File: src/rtl/ram_sequencer_pkg.sv
// ram_sequencer_pkg: shared state encoding and default RAM geometry for the sequencer
package ram_sequencer_pkg;
    localparam int ADDR_WIDTH_DEF = 4;
    localparam int DATA_WIDTH_DEF = 8;
    localparam int RAM_DEPTH = 2 ** ADDR_WIDTH_DEF;
    typedef enum logic [2:0] {IDLE, W_SETUP, W_STROBE, W_HOLD, W_VERIFY, R_EN, R_CAP} state_e;
endpackage

File: src/rtl/ram_sequencer_strobe_timer.sv
// ram_strobe_timer: loadable down-counter timing the write-enable strobe width
module ram_strobe_timer
    import ram_sequencer_pkg::*;
#(
    parameter int WE_CYCLES = 1
) (
    input  logic clk,
    input  logic rst,
    input  logic load,
    input  logic en,
    output logic done
);
    logic [2:0] cnt_q, cnt_d;
    always_comb cnt_d = load ? 3'(WE_CYCLES - 1) : (en && cnt_q != 3'd0) ? cnt_q - 3'd1 : cnt_q;
    always_ff @(posedge clk) begin
        if (rst) cnt_q <= '0;
        else cnt_q <= cnt_d;
    end
    assign done = cnt_q == 3'd0;
endmodule

File: src/rtl/ram_sequencer.sv
// ram_sequencer: arbitrates and phases writes/reads to an active-low RAM with read-back verify
module ram_sequencer
    import ram_sequencer_pkg::*;
#(
    parameter int ADDR_WIDTH  = ADDR_WIDTH_DEF,
    parameter int DATA_WIDTH  = DATA_WIDTH_DEF,
    parameter int WE_CYCLES   = 1,
    parameter bit INVERT_READ = 1'b1
) (
    input  logic                  clk,
    input  logic                  rst,
    input  logic                  prog_mode,
    input  logic                  prog_valid,
    output logic                  prog_ready,
    input  logic [ADDR_WIDTH-1:0] prog_addr,
    input  logic [DATA_WIDTH-1:0] prog_data,
    output logic [ADDR_WIDTH:0]   prog_count,
    output logic                  verify_err,
    input  logic                  cpu_write,
    input  logic                  cpu_read,
    input  logic [ADDR_WIDTH-1:0] cpu_addr,
    input  logic [DATA_WIDTH-1:0] cpu_wdata,
    output logic                  cpu_busy,
    output logic [DATA_WIDTH-1:0] cpu_rdata,
    output logic                  cpu_rvalid,
    output logic [ADDR_WIDTH-1:0] mem_address,
    output logic [DATA_WIDTH-1:0] mem_data,
    output logic                  mem_we_n,
    output logic                  mem_oe_n,
    input  logic [DATA_WIDTH-1:0] mem_q
);
    state_e                state_q, state_d;
    logic [ADDR_WIDTH-1:0] addr_q, addr_d;
    logic [DATA_WIDTH-1:0] data_q, data_d, rdata_q, rdata_d, q_true;
    logic [ADDR_WIDTH:0]   count_q, count_d;
    logic                  prog_op_q, prog_op_d, rvalid_q, rvalid_d, err_q, err_d, pm_q, strobe_done;

    ram_strobe_timer #(.WE_CYCLES(WE_CYCLES)) u_timer (
        .clk  (clk),
        .rst  (rst),
        .load (state_q == W_SETUP),
        .en   (state_q == W_STROBE),
        .done (strobe_done)
    );

    assign q_true = INVERT_READ ? ~mem_q : mem_q;

    always_comb begin
        state_d   = state_q;
        addr_d    = addr_q;
        data_d    = data_q;
        prog_op_d = prog_op_q;
        rdata_d   = rdata_q;
        rvalid_d  = 1'b0;
        count_d   = count_q;
        err_d     = err_q;
        case (state_q)
            IDLE: begin
                if (prog_mode) begin
                    if (prog_valid) begin
                        addr_d    = prog_addr;
                        data_d    = prog_data;
                        prog_op_d = 1'b1;
                        state_d   = W_SETUP;
                    end
                end else if (cpu_write) begin
                    addr_d    = cpu_addr;
                    data_d    = cpu_wdata;
                    prog_op_d = 1'b0;
                    state_d   = W_SETUP;
                end else if (cpu_read) begin
                    addr_d    = cpu_addr;
                    prog_op_d = 1'b0;
                    state_d   = R_EN;
                end
            end
            W_SETUP:  state_d = W_STROBE;
            W_STROBE: state_d = strobe_done ? W_HOLD : W_STROBE;
            W_HOLD:   state_d = W_VERIFY;
            W_VERIFY: begin
                if (prog_op_q) begin
                    count_d = count_q + (ADDR_WIDTH + 1)'(1);
                    err_d   = err_q | (q_true != data_q);
                end
                state_d = IDLE;
            end
            R_EN:     state_d = R_CAP;
            R_CAP: begin
                rdata_d  = q_true;
                rvalid_d = 1'b1;
                state_d  = IDLE;
            end
            default:  state_d = IDLE;
        endcase
        // entering programming mode starts a fresh session
        if (prog_mode && !pm_q) begin
            count_d = '0;
            err_d   = 1'b0;
        end
    end

    always_ff @(posedge clk) begin
        if (rst) begin
            state_q   <= IDLE;
            addr_q    <= '0;
            data_q    <= '0;
            prog_op_q <= 1'b0;
            rdata_q   <= '0;
            rvalid_q  <= 1'b0;
            count_q   <= '0;
            err_q     <= 1'b0;
            pm_q      <= 1'b0;
        end else begin
            state_q   <= state_d;
            addr_q    <= addr_d;
            data_q    <= data_d;
            prog_op_q <= prog_op_d;
            rdata_q   <= rdata_d;
            rvalid_q  <= rvalid_d;
            count_q   <= count_d;
            err_q     <= err_d;
            pm_q      <= prog_mode;
        end
    end

    assign prog_ready  = (state_q == IDLE) && prog_mode && !rst;
    assign cpu_busy    = state_q != IDLE;
    assign cpu_rdata   = rdata_q;
    assign cpu_rvalid  = rvalid_q;
    assign prog_count  = count_q;
    assign verify_err  = err_q;
    assign mem_address = addr_q;
    assign mem_data    = data_q;
    assign mem_we_n    = state_q != W_STROBE;
    assign mem_oe_n    = !(state_q inside {R_EN, R_CAP, W_VERIFY});
endmodule

File: config.mk
export PLATFORM = sky130hd
export DESIGN_NAME = ram_sequencer
export DESIGN_NICKNAME = d
export VERILOG_FILES = /design/src/rtl/ram_sequencer_pkg.sv /design/src/rtl/ram_sequencer_strobe_timer.sv /design/src/rtl/ram_sequencer.sv
export SDC_FILE = /design/constraint.sdc
export NUM_CORES = 1
export LEC_CHECK = 0
export ABC_AREA = 1
export BUFFER_PORTS_ARGS = -buffer_cell sky130_fd_sc_hd__buf_4
export CAP_MARGIN = 40
export CORE_MARGIN = 2
export CORE_UTILIZATION = 47
export DETAILED_ROUTE_END_ITERATION = 8
export PLACE_DENSITY = 0.87
export SETUP_SLACK_MARGIN = 0.4
export SLEW_MARGIN = 15
export SYNTH_ARGS = -nofsm -noshare
export SYNTH_HDL_FRONTEND = slang
export SYNTH_SLANG_ARGS = --single-unit
File: constraint.sdc
create_clock -name clk -period 1.4 [get_ports clk]
set_input_delay 0.14 -clock clk [delete_from_list [all_inputs] [get_ports clk]]
set_output_delay 0.14 -clock clk [all_outputs]
set_load 0.01 [all_outputs]
# After elaboration in Yosys (flattened, before gate mapping)
# Cells that the tools add are included.
# W data, S select, Z words.
word_totals:
  latch_bits: 0
  out_inout_bits: 31
  input_bits: 38
  word_cells: 63
  regBits: 35
  mem_bits_ro: 0
  ramBits: 0
  mem_count: 0
op_classes:
  n_bitwise: 2
  n_mul: 0
  n_reduce_logical: 20
  n_shift: 0
  div_mod_pow: 0
  eq_ne: 11
  n_lt_le_gt_ge: 0
  mux: 18
  add_sub_neg: 2
op_table:
  columns: ["cell", "n"]
  rows:
  - ["$mux W8", 3]
  - ["$mux W4", 4]
  - ["$pmux W3 S5", 1]
  - ["$mux W3", 4]
  - ["$reduce_bool A3 Y1", 4]
  - ["$eq A3 B3 Y1 const B", 3]
  - ["$ne A8 B8 Y1", 1]
  - ["$not A8 Y8", 1]
  - ["$eq A3 B2 Y1 const B", 2]
  - ["$logic_not A3 Y1", 2]
  - ["$mux W1", 6]
  - ["$reduce_and A3 Y1", 2]
  - ["$add A5 B1 Y5 const B", 1]
  - ["$logic_and A1 B1 Y1", 4]
  - ["$ne A4 B4 Y1 const B", 1]
  - ["$reduce_and A2 Y1", 2]
  - ["$reduce_or A2 Y1", 2]
  - ["$eq A3 B1 Y1 const B", 1]
  - ["$logic_not A1 Y1", 3]
  - ["$ne A3 B2 Y1 const B", 1]
  - ["$ne A3 B3 Y1 const B", 1]
  - ["$sub A3 B1 Y3 const B", 1]
  - ["$ne A2 B1 Y1 const B", 1]
  - ["$reduce_bool A2 Y1", 1]
  - ["$or A1 B1 Y1", 1]

# Longest topological paths before layout
# Gate-level depths: netlist of the first run.
depth:
  depth_word: 4
  depth_mapped: 8
  mapped_depth_nobuf: 8

# Cells and area by module
# From an unflattened synthesis of the first run, not the netlist that was laid out.
hier_totals:
  cells_unflattened: 265
  hier_area_um2: 1712.9
modules_own_cells:
  columns: ["mod", "n_inst", "area_per_inst_um2", "seq_area_each_um2", "cells_each"]
  rows:
  - ["ram_sequencer", 1, 1556.5, 640.6, 243]
  - ["ram_strobe_timer", 1, 156.4, 60.1, 22]

# Worst setup path before layout of the first run
# No wires, ideal clock.
synth_path:
  path_type: "register to register"
  start: "reg state_q[1]"
  end: "reg data_q[2] (netlist: mem_data[2])"
  path_stages_with_launch: 8
  period_less_slack_ns: 1.163
  n_path_buf: 1
  setup_ns: 0.116
  t_arrival_ns: 1.048
  setup_slack_ns: 0.237
  path_cell_list: "dfxtp_1 nor2_2 inv_1 nor2_4 nand3_2 buf_6 o21ai_0 nor2_1"
synth_between:
  elab_chain_cells: 2
synth_rtl:
  columns: ["item", "line_no", "text"]
  rows:
  - ["start: declaration", "ram_sequencer.sv:32", "state_e state_q, state_d;"]
  - ["start signal: assignment", "ram_sequencer.sv:114", "state_q <= state_d;"]
  - ["$logic_not A3 Y1", "ram_sequencer.sv:57", "case (state_q)"]
  - ["$reduce_and A3 Y1 (no line)", null, null]
  - ["end signal: assignment", "ram_sequencer.sv:116", "data_q <= data_d;"]
  - ["end: declaration", "ram_sequencer.sv:34", "logic [DATA_WIDTH-1:0] data_q, data_d, rdata_q, rdata_d, q_true;"]
# No other way between the ends.
# A chain may end at the register's enable or synchronous reset.

# Worst setup path in the final report of the first run
layout_path:
  start: "reg state_q[1]"
  end: "out prog_ready"
layout_between:
  elab_chain_cells: 3
layout_rtl:
  columns: ["item", "line_no", "text"]
  rows:
  - ["$logic_not A3 Y1", "ram_sequencer.sv:126", "assign prog_ready = (state_q == IDLE) && prog_mode && !rst;"]
  - ["$logic_and A1 B1 Y1 (2 in series)", "ram_sequencer.sv:126", null]
  - ["end: declaration", "ram_sequencer.sv:14", "output logic prog_ready,"]
# No other way between the ends.

==> results.md, run 1 <==
* CTS tree: done
* Area of the core at 3390 um2
* Layout cells sized above 1 at 0.439
* Final setup margin at -42.9 ps
* Hold Crit Class: in2reg
* Largest family of logic cells by synthesized area: simple AND/OR/NAND/NOR gates
* Startpoint Class: register
* Total grt overflow at 0
* Synth Area in Compound Gates at 0.147
* Status: complete, but fails checks
* Number of cells on the worst reg-to-reg path at 8
* Die Y-Extent at 63.8 um
* WL per Instance at 14.2 um
* PD cells at 1480 nW/um2
* Sequential cell area fraction in the yosys report at 0.416
* Most frequent cell after synthesis: nand2_1
* Ys async rst share at 0
* Nets@finish at 386
* CTS Root Cell: clkbuf_4
* Mapped Nets at 292
* Starting density of the core at 0.496
* Maxcap violations at 0
* Clock Sinks at 35
* Hold wc startpoint: cpu_write
* Number of synthesized flops with an enable pin at 0
* Crit. End Element: primary output
* Clk slew on worst S/H paths at 110 ps
* Worst slack at placement at 131 ps
* WP data arrival at 1300 ps
* Distinct cells, synth at 25
* Met2 wire length at 2.84 mm
* Final min period at 1440 ps
* Clock skew at 5.53 ps
* Leading post-synthesis cells by cell area: dfxtp_1, nand2_1, nor2_1, o21ai_0, inv_1
* Switch Pwr at 1.64 mW
* Die ar. at 4070 um2
* Max Freq at 0.693 GHz
* CP Cell Sequence: nor2_4 -> inv_2 -> nor2_4 -> inv_2 -> nor3_2 -> buf_4
* Routed WL at 5.55 mm
* DRT Pass-1 Iters at 5
* Synth Area in Simple Gates at 0.316
* RR Startpoint: state_q[1]$_SDFFE_PP0P_
* Initial DRC count at 160
* Diodes inserted at 0
* Slew headroom at 0.722
* Internal power at 2.43 mW
* Largest net degree at the start of global routing at 17
* Total number of vias at 2051
* Vias per inst at 5.23
* H-tree depth at 2
* Ys flop type: dfxtp_1
* WP buf/inv at 3
* Synth Area in XOR/XNOR at 0.00520
* Critical path peak fanout at 3
* Post-synth top area share at 0.416
* Flops & latches, synth at 35
* CP max stage delay at 370 ps
* RSZ-0062 raised after global routing: yes
* Combinational fraction of design power at 0.511
* Least-Margin Pin Slew at 414 ps
* Final Cycle Share at 1.03
* Syn Area/Cell at 6.70 um2
* Synth warn at 0
* Row count at 21
* Max IR drop VDD at 1.36 mV
* Final Hold Fails at 0
* CP Class: reg2out
* IO Count at 69
* Post-DP HPWL at 3.07 mm
* Failing checks: negative setup slack
* WP depth at 6
* IO buf count at 68
* Area grow syn2layout at 63.2%
* CP required at 1260 ps
* Power Total at 4.07 mW
* Mapped Cells at 251
* CP startpoint: state_q[1]$_SDFFE_PP0P_
* Num CTS Buffers at 5
* Final core utilization at 0.810
* Top sig layer: met4
* Leading area contributor after synthesis: dfxtp_1
* Delay-heaviest family, CP: flip-flops
* Worst R2R Setup Slack at 0 ps
* Metal-1 WL at 2.11 mm
* Vias in the first global route at 1848
* Maximum root-to-sink buffer count at 2
* ANT nets after route at 0
* DRC Markers at 0
* Sw frac at 0.403
* Post-Synth Adder-Cell Area at 0.0223
* Initial antenna violation count at 0
* # setup viols final at 1
* Met3 WL at 392 um
* Clock Latency Late Sink at 340 ps
* Worst path slowest cell: dfxtp_4
* All-Layer GR Usage at 0.246
* Hold_ws at 132 ps
* Clock share of power at 0.137
* Placer Congestion at 0.806
* Sequential fraction of design power at 0.353
* Post-synthesis mux area share at 0
* Cell area after synthesis at 1680 um2
* Commonest cells in the netlist: nand2_1, nor2_1, dfxtp_1
* Fin. max-slew vios at 0
* Global-route wire length before repair at 7.98 mm
* Worst hold stages at 4
* Leak Pwr at 1.34 nW
* Die width at 63.8 um
[worst min-delay path, stage by stage]
cell	delay (ps)
buf_4	70
inv_1	60
nand3_1	90
a31oi_1	70
[layout by cell type (no fill, tap or decap), types with 4 or more instances in the layout]
cell type and count:
clkbuf_4 5, o21ai_2 19, nand2_1 68, inv_1 23, inv_2 4, buf_4 70, dlygate4sd3_1 10, buf_6 11
a21oi_1 15, dfxtp_1 17, dfxtp_4 6, dfxtp_2 12, o21ai_1 4, nor2_1 41
[sequential cells by signal, indices dropped and copies added (netlist names)]
| register | flops |
|---|---|
| cpu_rdata | 8 |
| mem_data | 8 |
| prog_count | 5 |
| mem_address | 4 |
| state_q | 3 |
| u_timer.cnt_q | 3 |
| cpu_rvalid | 1 |
| pm_q | 1 |
| prog_op_q | 1 |
| verify_err | 1 |
[routing by layer]
metal / vias to the layer above / global-route usage
li1: 980 / -
met1: 946 / 0.296
met2: 102 / 0.430
met3: 23 / 0.0387
met4: 0 / 0.106
met5: - / 0
[stage by stage]
step / cell area, um2 / std cells / setup TNS [ps]
6_report: 2750 / 392 / -42.9
5_1_grt: 2750 / 392 / -426
3_3_place_gp: 2260 / 361 / 0
3_5_place_dp: 2260 / 361 / 0
2_1_floorplan: 1720 / 251 / 0
4_1_cts: 2540 / 386 / -22.1
[layout make-up]
class / instances / area (um2)
multi-input combinational: 180 / 1000
timing repair buffer: 92 / 764
sequential: 35 / 738
fill: 212 / 643
inverter: 31 / 131
tap: 46 / 57.6
clock buffer: 7 / 45.0
clock inverter: 1 / 5.00
[kinds of logic (layout without fill, tap and decap cells)]
family	Yosys count	in the layout
AOI/OAI and AO/OA	48	48
xor gates and xnor gates	1	1
adders and majority gates	3	3
buffers and inverters	37	131
DFF	35	35
and+or+nand+nor	127	128
[power by group through the flow]
stage               combinational [mW]  sequential (mW)  clock (mW)
floorplan                        0.755             1.45           0
global placement                  1.26             1.41           0
detailed placement                1.29             1.41           0
CTS                               1.67             1.40       0.536
global route                      2.25             1.46       0.606
finish                            2.08             1.44       0.557
[repair_timing]
| action | in CTS | in global routing |
|---|---|---|
| endpoints found under the hold margin | 10 | 0 |
| hold buffers | 10 | 0 |
| resized for setup | 31 | 57 |
| setup buffers | 6 | 6 |
| endpoints found under the setup margin | 37 | 49 |
| pin swaps | 3 | 10 |
| gates cloned | 1 | 0 |
[path summary, 6_finish.rpt]
kind	to
setup / recovery	prog_ready
hold / removal	state_q[2]$_SDFFE_PP0P_
setup reg to reg	prog_count[4]$_SDFFE_PP0P_
hold reg to reg	verify_err$_SDFFE_PP0P_
(Power assumes the default switching activity.)
==> run 2: changes to the inputs <==
--- a/config.mk
+++ b/config.mk
@@ -11,7 +11,9 @@
 export CORE_MARGIN = 2
 export CORE_UTILIZATION = 47
 export DETAILED_ROUTE_END_ITERATION = 8
+export HOLD_SLACK_MARGIN = 0.03
 export PLACE_DENSITY = 0.87
+export RECOVER_POWER = 100
 export SETUP_SLACK_MARGIN = 0.4
 export SLEW_MARGIN = 15
 export SYNTH_ARGS = -nofsm -noshare
==> run 2 against run 1 <==
The run still ends with negative setup slack left. Wire length is 4.1% higher. Utilization is 0.92 points higher. Sequential power hardly changed. Fmax is 2.4% lower. Final cell count stayed put. Power is 2.5% higher. First-iteration DRC count is 20% lower. Critical path type unchanged. Critical endpoint unchanged.
==> results.md, run 2 (synthesized netlist as in run 1, its figures left out) <==
* Status: complete, but fails checks
* Failing checks: negative setup slack
* Final non-filler cell area at 2780 um2
* Worst R2R Setup Slack at -60 ps
* Switch Pwr at 1.69 mW
* CTS tree: done
* Hold_ws at 117 ps
* Row count at 21
* Commonest non-fill, non-tap cell in the layout: nand2_1
* IO buf count at 68
* Max IR drop VDD at 1.44 mV
* CP required at 1260 ps
* Placed Cells at 361
* All-Layer GR Usage at 0.248
* Largest net degree at the start of global routing at 17
* DRT Pass-1 Iters at 5
* Placer Congestion at 0.806
* Crit. End Element: primary output
* RSZ-0062 raised after global routing: yes
* Leak Pwr at 1.36 nW
* IO Count at 69
* Total grt overflow at 0
* Commonest cells after routing, fill and taps aside: nand2_1, buf_4, nor2_1, inv_1, buf_6
* Clock Sinks at 35
* CP Cell Sequence: nor2_4 -> inv_2 -> nor2_4 -> inv_2 -> nor3_2 -> buf_4
* Starting density of the core at 0.496
* CP max stage delay at 370 ps
* CP Class: reg2out
* Critical path peak fanout at 3
* Slew headroom at 0.722
* Sequential fraction of design power at 0.348
* Die Y-Extent at 63.8 um
* CTS Root Cell: clkbuf_4
* Startpoint Class: register
* Area of the core at 3390 um2
* DRC Markers at 0
* Clk slew on worst S/H paths at 120 ps
* Final min period at 1480 ps
* Sw frac at 0.405
* Fill cell count at 198
* H-tree depth at 2
* # setup viols final at 4
* Area after DPL at 2260 um2
* Clock share of power at 0.133
* Global-route wire length before repair at 7.97 mm
* Routed WL at 5.78 mm
* Die ar. at 4070 um2
* Maximum root-to-sink buffer count at 2
* Max Freq at 0.677 GHz
* Clock skew at 9.03 ps
* Initial DRC count at 128
* Number of cells on the worst reg-to-reg path at 8
* RR Startpoint: state_q[0]$_SDFFE_PP0P_
* PD cells at 1500 nW/um2
* R2R Path End: prog_count[4]$_SDFFE_PP0P_
* Die width at 63.8 um
* Hold endpoint: state_q[2]$_SDFFE_PP0P_
* Fin. max-slew vios at 0
* Worst path slowest cell: dfxtp_4
* Fin Setup TNS at -202 ps
* Vias in the first global route at 1832
* WL per Instance at 14.7 um
* WP data arrival at 1340 ps
* Combinational fraction of design power at 0.518
* Total number of vias at 2026
* Diodes inserted at 0
* Internal power at 2.49 mW
* Maxcap violations at 0
* Least-Margin Pin Slew at 414 ps
* Area grow syn2layout at 65.1%
* ANT nets after route at 0
* Final setup margin at -77.7 ps
* Nets@finish at 386
* Hold wc startpoint: cpu_write
* Final cell count without fillers at 392
* Final Cycle Share at 1.06
* Clock Latency Late Sink at 350 ps
* Num CTS Buffers at 5
* Final Hold Fails at 0
* Hold Crit Class: in2reg
* Layout cells sized above 1 at 0.445
* Vias per inst at 5.17
* Initial antenna violation count at 0
* Post-DP HPWL at 3.07 mm
* Worst hold stages at 4
## run 2: cell types whose count changed in the layout (fill, tap and decap cells not counted), sizes merged
cell | before | now
buf | 82 | 83
dlygate4sd3 | 10 | 9
## run 2: through the flow
step           total power [mW]   util  worst slack, ps
6_report                   4.18  0.819            -77.7
5_1_grt                    4.40  0.819             -134
4_1_cts                    3.60  0.747            -22.1
3_5_place_dp               2.70  0.667              131
3_3_place_gp               2.67  0.667              163
2_1_floorplan              2.20      -              302
## run 2: per-layer routing
| metal | global-route usage | wire, um | vias up |
|---|---|---|---|
| li1 | - | - | 974 |
| met1 | 0.299 | 2190 | 943 |
| met2 | 0.417 | 3020 | 92 |
| met3 | 0.0563 | 411 | 17 |
| met4 | 0.114 | 159 | 0 |
| met5 | 0 | 0 | - |
## run 2: how the worst max path moves through the flow
stage	startpoint	to	cells after the start	slack (ps)
2_1_floorplan	state_q[1]$_SDFFE_PP0P_	mem_data[1]$_SDFFE_PP0P_	7	300
3_3_place_gp	state_q[1]$_SDFFE_PP0P_	mem_data[5]$_SDFFE_PP0P_	7	160
3_5_place_dp	state_q[1]$_SDFFE_PP0P_	mem_data[5]$_SDFFE_PP0P_	7	130
4_1_cts	state_q[0]$_SDFFE_PP0P_	prog_ready	6	-20
5_1_grt	state_q[0]$_SDFFE_PP0P_	prog_ready	6	-130
6_report	state_q[0]$_SDFFE_PP0P_	prog_ready	6	-80
## run 2: power by group through the flow
stage	Clock, mW	Combinational (mW)	Sequential [mW]
3_5_place_dp	0	1.29	1.41
2_1_floorplan	0	0.755	1.45
3_3_place_gp	0	1.26	1.41
4_1_cts	0.536	1.67	1.40
5_1_grt	0.596	2.33	1.47
6_report	0.556	2.17	1.46
## run 2: layout make-up
class / instances / area (um2) / share of cell area
tap: 46 / 57.6 / 0.0207
clock inverter: 1 / 5.00 / 0.00180
clock buffer: 7 / 45.0 / 0.0162
timing repair buffer: 92 / 788 / 0.284
multi-input combinational: 180 / 992 / 0.357
sequential: 35 / 756 / 0.272
inverter: 31 / 134 / 0.0482
## run 2: timing repair
item / CTS / global route
gates resized for setup: 31 / 67
endpoints found under the setup margin: 37 / 59
buffers inserted: 6 / 7
gates cloned: 1 / 0
hold buffers: 9 / 0
hold endpoints to repair: 11 / 0
pin swaps: 3 / 4
## run 2: worst max-delay path, delay by kind of cell (launching register included)
family,cells,cell delay [ps]
flops,1,370
simple gates,3,350
buf+inv,3,260
